==> config.mk <==
export PLATFORM = sky130hd
export DESIGN_NAME = ex_mdu
export DESIGN_NICKNAME = d
export VERILOG_FILES = /design/src/rtl/ex_mdu.sv
export SDC_FILE = /design/constraint.sdc
export NUM_CORES = 2
export LEC_CHECK = 0
export CAP_MARGIN = 20
export CORE_MARGIN = 4
export CORE_UTILIZATION = 30
export CTS_CLUSTER_DIAMETER = 40
export DETAILED_ROUTE_END_ITERATION = 7
export SYNTH_ARGS = -nofsm -noshare
export SYNTH_HDL_FRONTEND = slang
export SYNTH_SLANG_ARGS = --single-unit
==> constraint.sdc <==
create_clock -name clk -period 8.1 [get_ports clk]
set_clock_uncertainty 0.05 [all_clocks]
set_input_delay 1.62 -clock clk [delete_from_list [all_inputs] [get_ports clk]]
set_output_delay 1.62 -clock clk [all_outputs]
set_load 0.02 [all_outputs]
==> src/rtl/ex_mdu.sv <==
// ex_mdu: RV64M multiply/divide unit for the EX stage, shift-add / restoring.
// Define MDU_FAST_MUL_EN for a single-cycle multiplier; divide stays iterative.
`ifndef DATA_LEN
`define DATA_LEN 64
`endif
`ifndef REG_IDX
`define REG_IDX 5
`endif

module ex_mdu (
  input  logic                 clk,
  input  logic                 rst,
  input  logic                 valid_i,
  input  logic [2:0]           op_i,
  input  logic                 word_i,
  input  logic [`DATA_LEN-1:0] rs1_data_i,
  input  logic [`DATA_LEN-1:0] rs2_data_i,
  input  logic [`REG_IDX-1:0]  rd_idx_i,
  input  logic                 flush_i,
  output logic                 hold_o,
  output logic                 done_o,
  output logic [`DATA_LEN-1:0] result_o,
  output logic [`REG_IDX-1:0]  rd_idx_o,
  output logic                 busy_o
);

  localparam int XLEN = `DATA_LEN;
  localparam int RIDX = `REG_IDX;

  typedef enum logic [1:0] {
    IDLE,
    BUSY,
    DONE
  } state_e;

  state_e state_q, state_d;

  logic [6:0]        cnt_q, cnt_d;
  logic [2:0]        op_q, op_d;
  logic              word_q, word_d;
  logic              negp_q, negp_d;
  logic              negr_q, negr_d;
  logic [RIDX-1:0]   rd_q, rd_d;
  logic [RIDX-1:0]   rdo_q, rdo_d;
  logic [2*XLEN-1:0] opa_q, opa_d;
  logic [2*XLEN-1:0] acc_q, acc_d;
  logic [XLEN-1:0]   opb_q, opb_d;
  logic [XLEN-1:0]   res_q, res_d;

  function automatic logic [XLEN-1:0] sext32(
    input logic [31:0] v
  );
    return {{(XLEN-32){v[31]}}, v};
  endfunction

  // Apply the deferred sign and pick the slice the op asks for.
  function automatic logic [XLEN-1:0] fmt(
    input logic [2:0]        op,
    input logic              w,
    input logic              np,
    input logic              nr,
    input logic [2*XLEN-1:0] acc,
    input logic [XLEN-1:0]   quo
  );
    logic [2*XLEN-1:0] p;
    logic [XLEN-1:0]   q;
    logic [XLEN-1:0]   r;
    logic [XLEN-1:0]   res;
    p = np ? -acc : acc;
    q = np ? -quo : quo;
    r = nr ? -acc[XLEN-1:0] : acc[XLEN-1:0];
    if (!op[2]) begin
      res = (op[1:0] == 2'b00) ? p[XLEN-1:0]
                               : p[2*XLEN-1:XLEN];
    end else begin
      res = op[1] ? r : q;
    end
    if (w) res = sext32(res[31:0]);
    return res;
  endfunction

  logic            is_div;
  logic            a_sgn, b_sgn;
  logic            sa, sb;
  logic            div_zero, div_ovf, mulh_w, special;
  logic [XLEN-1:0] ext_a, ext_b;
  logic [XLEN-1:0] mag_a, mag_b;
  logic [XLEN-1:0] spec_res;

  always_comb begin
    is_div = op_i[2];
    a_sgn  = is_div ? ~op_i[0] : (op_i != 3'b011);
    b_sgn  = is_div ? ~op_i[0] : ~op_i[1];
    ext_a  = rs1_data_i;
    ext_b  = rs2_data_i;
    if (word_i) begin
      ext_a = a_sgn ? sext32(rs1_data_i[31:0])
                    : {{(XLEN-32){1'b0}}, rs1_data_i[31:0]};
      ext_b = b_sgn ? sext32(rs2_data_i[31:0])
                    : {{(XLEN-32){1'b0}}, rs2_data_i[31:0]};
    end
    sa    = a_sgn & ext_a[XLEN-1];
    sb    = b_sgn & ext_b[XLEN-1];
    mag_a = sa ? -ext_a : ext_a;
    mag_b = sb ? -ext_b : ext_b;

    div_zero = is_div & (ext_b == '0);
    div_ovf  = is_div & ~op_i[0] & (ext_b == '1) &
               (word_i ? (ext_a[31:0] == 32'h8000_0000)
                       : (ext_a == {1'b1, {(XLEN-1){1'b0}}}));
    mulh_w   = word_i & ~is_div & (op_i[1:0] != 2'b00);
    special  = div_zero | div_ovf | mulh_w;

    spec_res = '0;
    if (div_zero) begin
      spec_res = op_i[1] ? ext_a : '1;
    end else if (div_ovf) begin
      spec_res = op_i[1] ? '0 : ext_a;
    end
    if (word_i) spec_res = sext32(spec_res[31:0]);
  end

  logic [XLEN:0]     r_sh;
  logic [XLEN-1:0]   diff;
  logic              ge;
  logic [2*XLEN-1:0] step_acc, step_opa;
  logic [XLEN-1:0]   step_opb;

  // One iteration: divide shifts the dividend into the remainder,
  // multiply adds the shifted multiplicand when the low bit is set.
  always_comb begin
    r_sh = {acc_q[XLEN-1:0], opa_q[XLEN-1]};
    diff = r_sh[XLEN-1:0] - opb_q;
    ge   = (r_sh >= {1'b0, opb_q});
    if (op_q[2]) begin
      step_acc = {{XLEN{1'b0}},
                  ge ? diff : r_sh[XLEN-1:0]};
      step_opa = {{XLEN{1'b0}},
                  opa_q[XLEN-2:0], ge};
      step_opb = opb_q;
    end else begin
      step_acc = acc_q + (opb_q[0] ? opa_q : '0);
      step_opa = opa_q << 1;
      step_opb = opb_q >> 1;
    end
  end

  always_comb begin
    state_d = state_q;
    cnt_d   = cnt_q;
    op_d    = op_q;
    word_d  = word_q;
    negp_d  = negp_q;
    negr_d  = negr_q;
    rd_d    = rd_q;
    rdo_d   = rdo_q;
    opa_d   = opa_q;
    acc_d   = acc_q;
    opb_d   = opb_q;
    res_d   = res_q;
    hold_o  = 1'b0;
    done_o  = 1'b0;
    unique case (state_q)
      IDLE: begin
        if (valid_i && !flush_i) begin
          hold_o = 1'b1;
          op_d   = op_i;
          word_d = word_i;
          rd_d   = rd_idx_i;
          negp_d = sa ^ sb;
          negr_d = sa;
          opa_d  = {{XLEN{1'b0}}, mag_a};
          if (is_div && word_i) begin
            opa_d = {{XLEN{1'b0}}, mag_a[31:0], 32'b0};
          end
          opb_d   = mag_b;
          acc_d   = '0;
          cnt_d   = word_i ? 7'd32 : 7'd64;
          state_d = BUSY;
          if (special) begin
            state_d = DONE;
            cnt_d   = '0;
            res_d   = spec_res;
            rdo_d   = rd_idx_i;
          end
`ifdef MDU_FAST_MUL_EN
          else if (!is_div) begin
            state_d = DONE;
            cnt_d   = '0;
            res_d   = fmt(op_i, word_i, sa ^ sb, sa,
                          {{XLEN{1'b0}}, mag_a} *
                          {{XLEN{1'b0}}, mag_b},
                          '0);
            rdo_d   = rd_idx_i;
          end
`endif
        end
      end
      BUSY: begin
        if (flush_i) begin
          state_d = IDLE;
          cnt_d   = '0;
        end else begin
          hold_o = 1'b1;
          acc_d  = step_acc;
          opa_d  = step_opa;
          opb_d  = step_opb;
          cnt_d  = cnt_q - 7'd1;
          if (cnt_q == 7'd1) begin
            state_d = DONE;
            res_d   = fmt(op_q, word_q, negp_q, negr_q,
                          step_acc, step_opa[XLEN-1:0]);
            rdo_d   = rd_q;
          end
        end
      end
      DONE: begin
        state_d = IDLE;
        done_o  = ~flush_i;
      end
      default: state_d = IDLE;
    endcase
  end

  always_ff @(posedge clk) begin
    if (rst) begin
      state_q <= IDLE;
      cnt_q   <= '0;
      op_q    <= '0;
      word_q  <= 1'b0;
      negp_q  <= 1'b0;
      negr_q  <= 1'b0;
      rd_q    <= '0;
      rdo_q   <= '0;
      opa_q   <= '0;
      acc_q   <= '0;
      opb_q   <= '0;
      res_q   <= '0;
    end else begin
      state_q <= state_d;
      cnt_q   <= cnt_d;
      op_q    <= op_d;
      word_q  <= word_d;
      negp_q  <= negp_d;
      negr_q  <= negr_d;
      rd_q    <= rd_d;
      rdo_q   <= rdo_d;
      opa_q   <= opa_d;
      acc_q   <= acc_d;
      opb_q   <= opb_d;
      res_q   <= res_d;
    end
  end

  assign busy_o   = (state_q != IDLE);
  assign result_o = res_q;
  assign rd_idx_o = rdo_q;

endmodule

### Yosys cells after proc, flatten, opt, wreduce, memory -nomap -nowiden

Index checks and enable logic that the tools add are counted.

* $add $sub $neg: 8
* order comparisons: 1
* equality and inequality tests: 13
* mux-type cells: 60
* bitwise logic cells: 15
* reduce and logical (&&, ||, !) cells: 15

Operators with widths (count)
* two-way mux 64 bit: 26
* two-way mux 128 bit: 8
* one-hot mux 128 bit (2 select lines): 2
* negator 64 bit: 4
* one-hot mux 64 bit (2 select lines): 2
* adder 128 bit: 1
* == test 64 bit (second input constant): 2
* negator 128 bit: 1
* greater-or-equal comparator 65 x 64 -> 1 bit: 1
* zero test 64 bit: 1
* subtractor 64 bit: 1
* == test 32 bit (second input constant): 1
* two-way mux 7 bit: 4
* two-way mux 5 bit: 4
* one-hot mux 7 bit (2 select lines): 1
* != test 2 bit (second input constant): 5
* one-hot mux 5 bit (2 select lines): 1
* AND 1 bit: 8
* two-way mux 2 bit: 4
* == test 7 x 1 -> 1 bit (second input constant): 1
* subtractor 7 x 1 -> 7 bit (second input constant): 1
* two-way mux 1 bit: 6
* AND reduction 2 bit: 3
* nonzero test 2 bit: 3
* other kinds (15): 21

* register bits after elaboration: 409
* input port bits: 141
* word-level logic and storage cells: 124

### Longest topological paths before layout

* depth after elaboration: 13
* mapped depth: 28

### Least setup slack after synthesis

OpenSTA, ideal clock, no wires.

* path kind: register to register
* start point: register opb_q[0]
* end point: register res_q[63], in the netlist result_o[63]
* library setup time: 0.091 ns
* arrival time: 6.594 ns
* required time: 7.959 ns
* setup slack: 1.365 ns
* stages on the path, launching flop included: 26
* period minus slack after synthesis: 6.735 ns
* cell sequence: dfxtp_1 -> clkbuf_1 -> clkbuf_1 -> and2_1 -> ha_1 -> inv_1 -> fa_1 -> nand2b_1 -> a21oi_1 -> o21ai_2 -> a2111oi_0 -> o21ai_0 -> o41ai_1 -> xnor2_1 -> a41oi_1 -> or3_1 -> or4_1 -> buf_2 -> nor3_1 -> nand3_1 -> o41ai_1 -> xor2_1 -> nor2_1 -> o221ai_1 -> a21o_1 -> a311oi_1

* cells in the longest elaborated chain, start to end: 11
* elaborated cells on any way between the ends: 20
* classes of those cells: add/sub (5); order compare (1); mux (14)

Ends and longest elaborated chain
* start, declared: line 47 `logic [XLEN-1:0] opb_q, opb_d;`
* start signal, assigned: line 250 `opb_q <= opb_d;`
* two-way mux 128 bit (tied with other cells): line 142 `step_acc = acc_q + (opb_q[0] ? opa_q : '0);`
* adder 128 bit or two-way mux 64 bit (tied branches): line 142, 137
* two-way mux 128 bit: line 135 `if (op_q[2]) begin`
* negator 128 bit or negator 64 bit (tied branches): line 69, 71
* two-way mux 128 bit or two-way mux 64 bit (tied branches): line 69, 71
* two-way mux 64 bit (on tied branches): line 73, 76
* two-way mux 64 bit (*): line 72 `if (!op[2]) begin`
* two-way mux 64 bit (*): line 78 `if (w) res = sext32(res[31:0]);`
* two-way mux 64 bit (*): line 209 `if (cnt_q == 7'd1) begin`
* two-way mux 64 bit (*): line 200 `if (flush_i) begin`
* one-hot mux 64 bit (2 select lines) (*): line 163 `unique case (state_q)`
* end signal, assigned: line 251 `res_q <= res_d;`
* end, declared: line 48 `logic [XLEN-1:0] res_q, res_d;`

Mark *: on every way between the ends. The rest lies on a longest branch, timed or not. The select of a mux whose other input is x is not followed.
A chain may end at the register's enable or synchronous reset.

### Worst setup path in the final report

* start point: register acc_q[27]
* end point: register res_q[36], in the netlist result_o[36]

* cells in the longest elaborated chain, start to end: 11
* elaborated cells on any way between the ends: 19
* classes of those cells: add/sub (5); order compare (1); mux (13)

Ends and longest elaborated chain
* start, declared: line 46 `logic [2*XLEN-1:0] acc_q, acc_d;`
* start signal, assigned: line 236 `acc_q <= '0;`
* start signal, assigned: line 249 `acc_q <= acc_d;`
* subtractor 64 bit or greater-or-equal comparator 65 x 64 -> 1 bit (tied branches): line 133, 134
* two-way mux 64 bit: line 137 `ge ? diff : r_sh[XLEN-1:0]};`
* two-way mux 128 bit: line 135
* negator 128 bit or negator 64 bit (tied branches): line 69, 71
* two-way mux 128 bit or two-way mux 64 bit (tied branches): line 69, 71
* two-way mux 64 bit (on tied branches): line 73, 76
* two-way mux 64 bit (*): line 72
* two-way mux 64 bit (*): line 78
* two-way mux 64 bit (*): line 209
* two-way mux 64 bit (*): line 200
* one-hot mux 64 bit (2 select lines) (*): line 163

Marks and branches as above.

==> metrics.cfg <==
[job]
drv_cap = 0

[finish]
nNetsFinal = 7555
mostFrequentLayoutCell = nor2_1
syn_to_final_growth_pct = 21.64
drive_gt1_share_pct = 11.44
layout_common_cells = nor2_1 (916), nand2_1 (739), a21oi_1 (736)

[synthesis]
synth_ff_type = dfxtp_1
synth_edf_count = 0
synth_nets = 7248
yosysSeqAreaShare_pct = 17.79
ys_async_sr_fraction_pct = 0
syn_avg_cell_area_um2 = 6.665
synth_cell_types = 118
postSynthCellCount = 6906
yosysWarnings = 0
netlist_area_um2 = 46030
ys_seq_elements = 409

[setup_path]
r2r-start = acc_q[27]
crit_family = simple AND/OR/NAND/NOR gates
path_buf_inv = 4
crit_path_end_kind = register
arrival_ns = 8.55
r2r.worst_path.cells = 23
r2r-end = result_o[36]
worstPathRequired_ns = 8.65
critPathLaunchType = register
worstSetupPathType = reg -> reg
slowest_stage = dfxtp_1
path_max_fanout = 17
rrSetupSlack_ns = 0.09
path_cells = ha_1, a21oi_1, o21ai_1, a211oi_1, o21bai_1, o2111a_2, nor3_4, buf_12, buf_4, o211ai_1, or3_1, nor4_1, buf_4, and2_1, nand4_1, or3_1, or3_1, nor4_1, mux2i_1, nor2_1, o221ai_1, buf_4, a21oi_1
cpPeakStageDelay_ns = 0.70

[clock_network]
cts_made_buffers = 90
hold_buffers = 0
cts_root_buffer = clkbuf_16
cts.sinks = 409
clk_latency_ns = 0.72
clkTransAtPathRegs_ns = 0.05
h-tree-depth = 3
cts_tree = yes
cts_max_path_buffers = 3

[placed_design]
port_buffers = 212
dp_hpwl_um = 236200
dp_slack_ns = 0.2443
gp_congestion = 1.069

[route]
firstDrtPassIters = 8
wl_per_cell_um = 31.32
drt-met1-wl_um = 126100
wl_um = 292200
antenna_left = 0
dr_wl_met3_um = 33050
top_layer_used = met5
vias = 59670
route.met2.wl_um = 116300
drc = 0
first_iter_violations = 8983
vias_per_cell = 6.396

[sta]
setup_viol = 0
holdWs_ns = 0.4027
max_freq_mhz = 124.9
finalCritPeriodShare_pct = 98.83
slew_headroom_pct = 18.62
period_needed_ns = 8.005
tightest_slew_ns = 1.187
slew_violations = 0
tns_ns = 0
fin_ws_ns = 0.09450
finalHoldViolCount = 0
rsz0062_at_grt = false

[global_route]
grt_antenna_before_repair = 27
grt_first_pass_wirelength_um = 406100
grt_pass1_vias = 53960
grt_overflow = 0
grt_usage_pct = 34.83
grt_max_degree = 163

[worst_hold_path]
hold_path_end = result_o[25]
hp-start = result_o[25]
hold_path_depth = 2
hold_path_class = reg -> reg

[floorplan]
start_util_pct = 30.23
fp.dieW_um = 399.7
die_area_um2 = 159800
fp-row-count = 143
pin_count = 213
die_h_um = 399.7
core_um2 = 152300

[pwr]
p_per_area_nw_per_um2 = 157.9
p_leak_nw = 21.04
irDropWorstVdd_mv = 0.2170

[outcome]
status = finished clean

-- synthesized netlist by cell type (all sizes together), types with 42 or more instances --
cell      n  area (um^2)
o21ai   485         2439
nand2   740         2785
clkbuf  400         1501
a31oi    76        488.0
a21o     75        563.0
nand4   189         1195
a221oi   48        437.9
mux2i    46        460.4
inv     130        488.0
nand2b   42        262.8
buf     107        534.3
a22oi   118        885.9
nor2    928         3501
nand3   197        991.0
dfxtp   409         8188
o211ai  134         1016
and2    161         1007
o31ai    91        688.2
xor2    182         1594
a311oi   54        510.5
o21bai   49        367.9
nor3    211         1082
nor4     92        628.1
ha      199         2490
xnor2   169         1480
or3      80        500.5
a211oi  146         1134
a21oi   742         3732
-- power breakdown --
group          switching, mW  leakage (nW)  internal [mW]
combinational           1.80          16.2          0.882
clock                   1.43          1.56           2.48
sequential             0.162          3.32           2.09
-- what timing repair did --
item                                    CTS  global route
buffers inserted                          0             0
gates resized for setup                   0             6
endpoints found under the setup margin    0            10
-- sequential cells by signal, indices dropped and copies added, names as in the netlist, 2 cells and up --
name	cells
result_o	64
rd_idx_o	5
rd_q	5
opb_q	64
state_q	2
op_q	3
cnt_q	7
acc_q	128
opa_q	128
-- cell families (layout without fill, tap and decap cells) --
kind of cell | count (synthesis) | after routing | share of synthesized area, %
and+or+nand+nor | 2864 | 2864 | 29.49
AOI/OAI and AO/OA | 2371 | 2371 | 33.44
buffers and inverters | 639 | 1023 | 5.499
DFF | 409 | 409 | 17.79
xor gates and xnor gates | 351 | 351 | 6.679
adders and majority gates | 201 | 201 | 5.497
muxes | 71 | 71 | 1.612
other | 0 | 9 | 0
-- through the flow --
stage	instance area (um^2)	total power [mW]	utilization (%)	instances
6_report	55990	8.842	36.77	9329
5_1_grt	55960	9.079	36.75	9320
4_1_cts	55910	8.768	36.72	9315
3_5_place_dp	52700	4.841	34.61	9146
3_3_place_gp	52690	4.849	34.60	9145
2_1_floorplan	46030	3.635	-	6906
-- worst register-to-register path, stage by stage, from the launching register on --
cell	delay, ns
dfxtp_1	0.70
ha_1	0.52
a21oi_1	0.28
o21ai_1	0.19
a211oi_1	0.23
o21bai_1	0.31
o2111a_2	0.50
nor3_4	0.60
buf_12	0.26
buf_4	0.28
o211ai_1	0.23
or3_1	0.45
nor4_1	0.20
buf_4	0.18
and2_1	0.17
nand4_1	0.33
or3_1	0.58
or3_1	0.39
nor4_1	0.56
mux2i_1	0.27
nor2_1	0.06
o221ai_1	0.23
buf_4	0.22
a21oi_1	0.09
-- worst max path at each step --
stage / startpoint / cells after the start / endpoint / slack, ns
after global placement: opb_q[0] / 26 / result_o[45] / 0.18
after CTS: opb_q[0] / 26 / result_o[45] / 0.14
after global routing: opb_q[0] / 26 / result_o[45] / 0.02
after detailed placement: opb_q[0] / 26 / result_o[45] / 0.24
final: acc_q[27] / 23 / result_o[36] / 0.09
after floorplan: opb_q[0] / 25 / result_o[63] / 1.37
-- layer usage --
metal  GRT usage (%)  up-vias
li1                -    26280
met3           8.223      615
met4           16.73        6
met5               0        -
met2           49.27     3757
met1           49.13    29020
-- final cells by class --
type / count / area [um^2]
diodes: 9 / 22.52
clock buffers: 110 / 2480
clock inverters: 59 / 734.5
fillers: 16420 / 96280
inverters: 132 / 499.2
multi-input cells: 5858 / 35450
flip-flops and latches: 409 / 8202
well taps: 2030 / 2540
repair buffers: 722 / 6058
(Power assumes the default switching activity.)
